--- src/rtl/branch_predictor.sv ---
// 2-bit saturating-counter direction predictor for the fetch stage, trained at execute.
// Optional gshare indexing (global history XOR PC) is enabled by defining BP_GSHARE_EN.
module branch_predictor #(
    parameter int unsigned IDX_BITS = 6,
    parameter int unsigned GHR_BITS = 6
) (
    input  logic                clk,
    input  logic                rst_n,
    input  logic                pred_valid,
    input  logic [31:0]         pred_pc,
    output logic                pred_out_valid,
    output logic                pred_taken,
    output logic [IDX_BITS-1:0] pred_idx,
    input  logic                res_valid,
    input  logic [IDX_BITS-1:0] res_idx,
    input  logic                res_taken,
    input  logic                res_pred,
    output logic                mispredict
);

    localparam int unsigned ENTRIES = 1 << IDX_BITS;

    logic [1:0]          r_table [ENTRIES];
    logic [IDX_BITS-1:0] w_lookup_idx;
    logic [1:0]          w_cur_ctr;
    logic [1:0]          w_next_ctr;
    logic                w_unused_pc;

    // Word-aligned PC: low two bits and bits above the index carry no table information.
    assign w_unused_pc = ^{pred_pc[31:IDX_BITS+2], pred_pc[1:0]};

`ifdef BP_GSHARE_EN
    logic [GHR_BITS-1:0] r_ghr;

    // History is committed at resolve only, so a squashed path never pollutes it.
    always_ff @(posedge clk or negedge rst_n) begin
        if (!rst_n) begin
            r_ghr <= '0;
        end else if (res_valid) begin
            r_ghr <= GHR_BITS'({r_ghr, res_taken});
        end
    end

    assign w_lookup_idx = pred_pc[IDX_BITS+1:2] ^ IDX_BITS'(r_ghr);
`else
    localparam int unsigned unused_ghr_bits = GHR_BITS;

    assign w_lookup_idx = pred_pc[IDX_BITS+1:2];
`endif

    // Saturating increment/decrement of the counter being trained.
    always_comb begin
        w_cur_ctr  = r_table[res_idx];
        w_next_ctr = w_cur_ctr;
        if (res_taken) begin
            if (w_cur_ctr != 2'b11) begin
                w_next_ctr = w_cur_ctr + 2'd1;
            end
        end else begin
            if (w_cur_ctr != 2'b00) begin
                w_next_ctr = w_cur_ctr - 2'd1;
            end
        end
    end

    always_ff @(posedge clk or negedge rst_n) begin
        if (!rst_n) begin
            for (int unsigned i = 0; i < ENTRIES; i++) begin
                r_table[i] <= 2'b01;
            end
        end else if (res_valid) begin
            r_table[res_idx] <= w_next_ctr;
        end
    end

    // Lookup reads the pre-update table, giving read-before-write on a same-index collision.
    always_ff @(posedge clk or negedge rst_n) begin
        if (!rst_n) begin
            pred_out_valid <= 1'b0;
            pred_taken     <= 1'b0;
            pred_idx       <= '0;
            mispredict     <= 1'b0;
        end else begin
            pred_out_valid <= pred_valid;
            if (pred_valid) begin
                pred_taken <= r_table[w_lookup_idx][1];
                pred_idx   <= w_lookup_idx;
            end
            mispredict <= res_valid & (res_taken ^ res_pred);
        end
    end

endmodule

--- config.mk ---
export PLATFORM = sky130hd
export DESIGN_NAME = branch_predictor
export DESIGN_NICKNAME = d
export VERILOG_FILES = /design/src/rtl/branch_predictor.sv
export SDC_FILE = /design/constraint.sdc
export NUM_CORES = 1
export LEC_CHECK = 0
export CORE_ASPECT_RATIO = 0.5
export CORE_MARGIN = 5
export CORE_UTILIZATION = 53
export DETAILED_ROUTE_END_ITERATION = 6
export GPL_TIMING_DRIVEN = 0
export MAX_ROUTING_LAYER = met4
export PLACE_DENSITY = 0.76
export SLEW_MARGIN = 20
export SYNTH_ARGS = -nofsm -noshare
export SYNTH_HDL_FRONTEND = slang
export SYNTH_SLANG_ARGS = --single-unit
--- constraint.sdc ---
create_clock -name clk -period 2.5 [get_ports clk]
set_input_delay 0.5 -clock clk [delete_from_list [all_inputs] [get_ports clk]]
set_output_delay 0.5 -clock clk [all_outputs]
set_load 0.005 [all_outputs]
Word-level counts from Yosys, hierarchy flattened --
Index checks and enable logic that the tools add are counted.
Storage, ports and cells: register bits 137, input bits 44, output and inout port bits 9
Cells by class: add/sub/neg operators 2, magnitude comparators 3, equal/unequal tests 1, mux-type cells 12, bitwise gates (word level) 4, reduce and logical (&&, ||, !) cells 2
Operators by type and width (count):
- 128-bit bitwise mux | 1
- 2-bit binary-select mux with 6-bit select | 2
- 2-bit 2-to-1 mux | 8
- 7-bit >= comparator, second input constant | 2
- 6-bit inverter with 7-bit output | 2
- 2-bit demux with 6-bit select | 1
- 7-bit by 1-bit less-than comparator with 1-bit output, second input constant | 1
- 2-bit by 1-bit adder with 2-bit output, second input constant | 1
- 2-bit inequality test, second input constant | 1
- 2-bit nonzero test | 1
- 2-bit by 1-bit subtractor with 2-bit output, second input constant | 1
- 1-bit AND | 1
- 1-bit logical AND | 1
- 1-bit XOR | 1

Depth between registers and ports, before layout --
depth in word-level cells 8, mapped depth 11, gate-level depth less buffers 7

Least setup slack after synthesis --
No wires, ideal clock.
path type input to register, start point input pred_pc[2], end point register pred_taken, data arrival time 2.721 ns, data required time 2.375 ns, slack -0.346 ns, stages 6, path buffers 2, path through buf_2 > buf_2 > mux4_2 > mux4_2 > mux4_2 > mux2_2
On the way: word-level cells in the longest chain between the ends 4
RTL lines:
- start, declared | RTL line 10 | input logic [31:0] pred_pc,
- 6-bit inverter with 7-bit output (implied by the code) | RTL line 86 | pred_taken <= r_table[w_lookup_idx][1];
- 2-bit binary-select mux with 6-bit select | RTL line 86
- 2-bit 2-to-1 mux (implied by the code) (2 in series) | RTL line 86
- end signal, assigned | RTL line 86
- end, declared | RTL line 12 | output logic pred_taken,
No other way between the ends. The select of a mux whose other input is x is not followed. A chain may end at the register's enable or synchronous reset.

Worst setup path after layout --
start point input res_idx[2], end point register r_table[0] (netlist bit)
On the way: word-level cells in the longest chain between the ends 8, elaborated cells on any way between the ends 17, those cells by class 2 x add/sub; 2 x order compare; 1 x eq/ne; 9 x mux; 1 x bitwise; 2 x reduce/logical
RTL lines:
- start, declared | RTL line 15 | input logic [IDX_BITS-1:0] res_idx,
- 6-bit inverter with 7-bit output (implied by the code) * | RTL line 53, 72
- 2-bit binary-select mux with 6-bit select | RTL line 53 | w_cur_ctr = r_table[res_idx];
- 2-bit 2-to-1 mux (implied by the code) (2 in series) | RTL line 53
- 2-bit by 1-bit subtractor with 2-bit output, or another cell as far along | RTL line 61 | w_next_ctr = w_cur_ctr - 2'd1;
- 2-bit 2-to-1 mux (on tied branches) | RTL line 60, 56
- 2-bit 2-to-1 mux | RTL line 55 | if (res_taken) begin
- 128-bit bitwise mux * | RTL line 72 | r_table[res_idx] <= w_next_ctr;
- end signal, assigned by index | RTL line 72
- end, declared | RTL line 23 | logic [1:0] r_table [ENTRIES];
Every way passes the cells marked *; elsewhere a longest branch is shown, timed or not. The select of a mux whose other input is x is not followed.

==> key figures <==
Placement
  – Area after DPL: 0.00781 mm²
  – Buffers added on ports: 20
  – Dpl hpwl: approximately 14000 µm
  – Gpl congestion: 0.967

Die
  – Die W: 174 µm
  – # rows: 30
  – Die ar.: ~0.016 mm²
  – Die height: 92.1 µm
  – Core area: 0.0134 mm²
  – Starting Density: between 50% and 60%
  – IO Pins: 53

Logic synthesis
  – Ys Warns: 0
  – Cell Area, Synth: 0.00715 mm²
  – Leading area contributor after synthesis: dfrtp_1
  – Synth top area cells: dfrtp_1, dfstp_2, nand2_1
  – Post-synth ARST share: 100%
  – Synth top area share: 25.5%
  – Gate Count Post-Synth: 693
  – Unique cell type count in the Yosys netlist: 59
  – Number of enable flip-flop cells after synthesis: 0
  – Synthesized area per cell: 10.3 µm²
  – Most used flip-flop cell after synthesis: dfrtp_1
  – Syn nets: roughly 740
  – Seq/Total Area, Yosys: 49.1%
  – Number of synthesized register bits: around 140

Routing
  – Routed wire length per instance: 24.1 µm
  – DRT Pass-1 Iters: 7
  – Routed WL: roughly 23000 µm
  – Vias: 6269
  – DR vias/cell: approximately 6.6
  – Final ANT Viol Nets: 0
  – DRC errors left: 1
  – Detailed Route Iter0 Violations: 867

Clock network
  – H-tree lvl count: 4
  – Clk_lat worst skew: 420 ps
  – CTS tree: yes
  – Sink Count: between 100 and 150
  – Num CTS Buffers: 17
  – Reg clk slew, reported paths: 60 ps
  – Clock buffer depth: 2
  – CTS root buffer: clkbuf_16

Cells and area
  – Share of post-route cells with drive strength above 1: 39.4%
  – Most common cell after layout, fill and taps aside: nand2_1
  – Final instance area: slightly above 0.009 mm²
  – Number of fill cells: 894
  – Most frequent cells in the layout: nand2_1, dfrtp_1, o21ai_2
  – Multi-input logic area: 0.00365 mm²
  – Synthesis-to-finish area growth: 28.2%
  – FF+latch area: 0.00351 mm²
  – Final net count: 811

Critical path
  – Largest fanout on the critical path: 10
  – FF-to-FF setup slack: -150 ps
  – Buf+Inv Stages, Crit Path: 4
  – CP Class: primary input to register
  – Setup crit end kind: register
  – Worst EP required: 2850 ps
  – Slowest cell on crit path: or4_4
  – Slowest stage delay, CP: 480 ps
  – Cell family with most CP delay: compound AO/OA/AOI/OAI gates
  – Critical path, cell by cell: buf_6, clkbuf_4, mux2i_1, o22ai_1, o31ai_1, o211ai_1, or4_4, o21ai_4, buf_12, buf_8, o21ai_2
  – CP Data Arrival Time: 3070 ps
  – Worst setup SP type: primary input

STA
  – Final WS setup: -222 ps
  – Maximum clock rate: 367 MHz
  – Max-slew violations: 0
  – Worst-margin pin slew: 1240 ps
  – RSZ-0062 raised after global routing: true
  – Period utilisation layout: 109%
  – Final min period: 2720 ps
  – Final Skew: 11.8 ps
  – TNS Setup: -17550 ps
  – Final Hold Vio Count: 0
  – Slew headroom: 17.0%
  – Setup violators final: 128

Outcome
  – Violated checks: DRC, setup timing
  – Status: finished, violations left

Pwr
  – Power Density: 708 mW/mm²
  – Leak pwr: 3.65 nW
  – VDD IR max: 0.000592 V

Min path
  – Hold Crit Class: register to register

Global route
  – All-Layer GR Usage: 30.3%
  – Initial antenna violation count: 1
  – Vias in the first global route: 6163
  – Pin count of the biggest net entering global routing: 92
  – First-pass GRT wire length: roughly 36000 µm
  – GRT overflow: 0

Job
  – Max-Cap Viols: 0
-- path summary, 6_finish.rpt --
kind                        startpoint     endpoint  cells after the start
setup / recovery            res_idx[2]   r_table[0]                     11
max in group asynchronous        rst_n  r_table[18]                      3
hold reg to reg            r_table[40]  r_table[40]                      2
hold / removal             r_table[40]  r_table[40]                      2
min in group asynchronous        rst_n  r_table[87]                      2
setup reg to reg           r_table[99]   r_table[0]                      9
-- sequential cells by signal, summed over array words and instances, names as in the netlist --
name / cells
r_table: 128
pred_idx: 6
mispredict: 1
pred_out_valid: 1
pred_taken: 1
-- cell usage after synthesis (6+ instances only) --
cell and count:
a21oi_1 9, buf_2 10, buf_4 6, buf_6 6
clkbuf_1 16, dfrtp_1 73, dfstp_2 64, inv_1 7
mux2_2 12, mux2i_1 17, mux4_2 29, nand2_1 202
nand3_1 10, nand3b_1 7, nor2_1 13, o21ai_0 70
o21ai_1 20, o21ai_2 40, o22ai_1 6
-- stage by stage --
stage               cells  setup slack (ps)  total power (W)  util, %  hold slack (ps)
floorplan             693             -38.2          0.00335        -              204
global placement      889             -4380          0.00367     58.0              448
detailed placement    892             -1810          0.00371     58.4              428
CTS                   951             -86.6          0.00638     67.4              462
global route          957              -220          0.00670     68.6              473
finish                957              -222          0.00649     68.6              461
-- repair_timing --
action	in CTS	in global routing
resized for setup	154	30
hold buffers	1	0
hold endpoints to repair	18	0
setup endpoints to repair	128	128
gates cloned	8	2
buffers inserted	19	3
pin swaps	12	8
-- tightest hold or removal path, delay by kind of cell (launching register included) --
family / cells / cell delay, ps
and+or+nand+nor: 1 / 40
DFF: 1 / 360
AOI/OAI and AO/OA: 1 / 50
-- routing by layer --
metal,vias to the layer above,global-route usage (%),share of wire (%)
met3,106,8.53,12
met4,0,14.5,4.5
met5,-,-,0
li1,2660,-,-
met2,461,44.7,44
met1,3042,39.0,39
-- cells by family (layout without fill, tap and decap cells) --
group           after synthesis  in the layout  share of synthesized area, %
fa+ha+maj                     1              3                         0.140
simple gates                267            267                          16.1
buf+inv                      48            133                          3.64
mux                          61             61                          14.5
xor+xnor                      1              1                         0.123
other cells                   0              1                             0
compound gates              178            178                          16.4
flops                       137            137                          49.1
-- where the power goes --
group	total, W	switching, W	internal, W
Sequential	0.00272	0.000157	0.00256
Combinational	0.00126	0.000676	0.000580
Clock	0.00252	0.000989	0.00153
-- layout make-up --
| cell class | instances | share of cell area, % |
|---|---|---|
| diodes | 1 | 0.0273 |
| plain buffers | 39 | 5.91 |
| clock buffers | 22 | 5.06 |
| clock inverters | 10 | 1.31 |
| inverters | 8 | 0.382 |
| multi-input cells | 510 | 39.8 |
| flip-flops and latches | 137 | 38.3 |
| well taps | 176 | 2.40 |
| repair buffers | 54 | 6.80 |
Power figures use the tool's default switching activity.
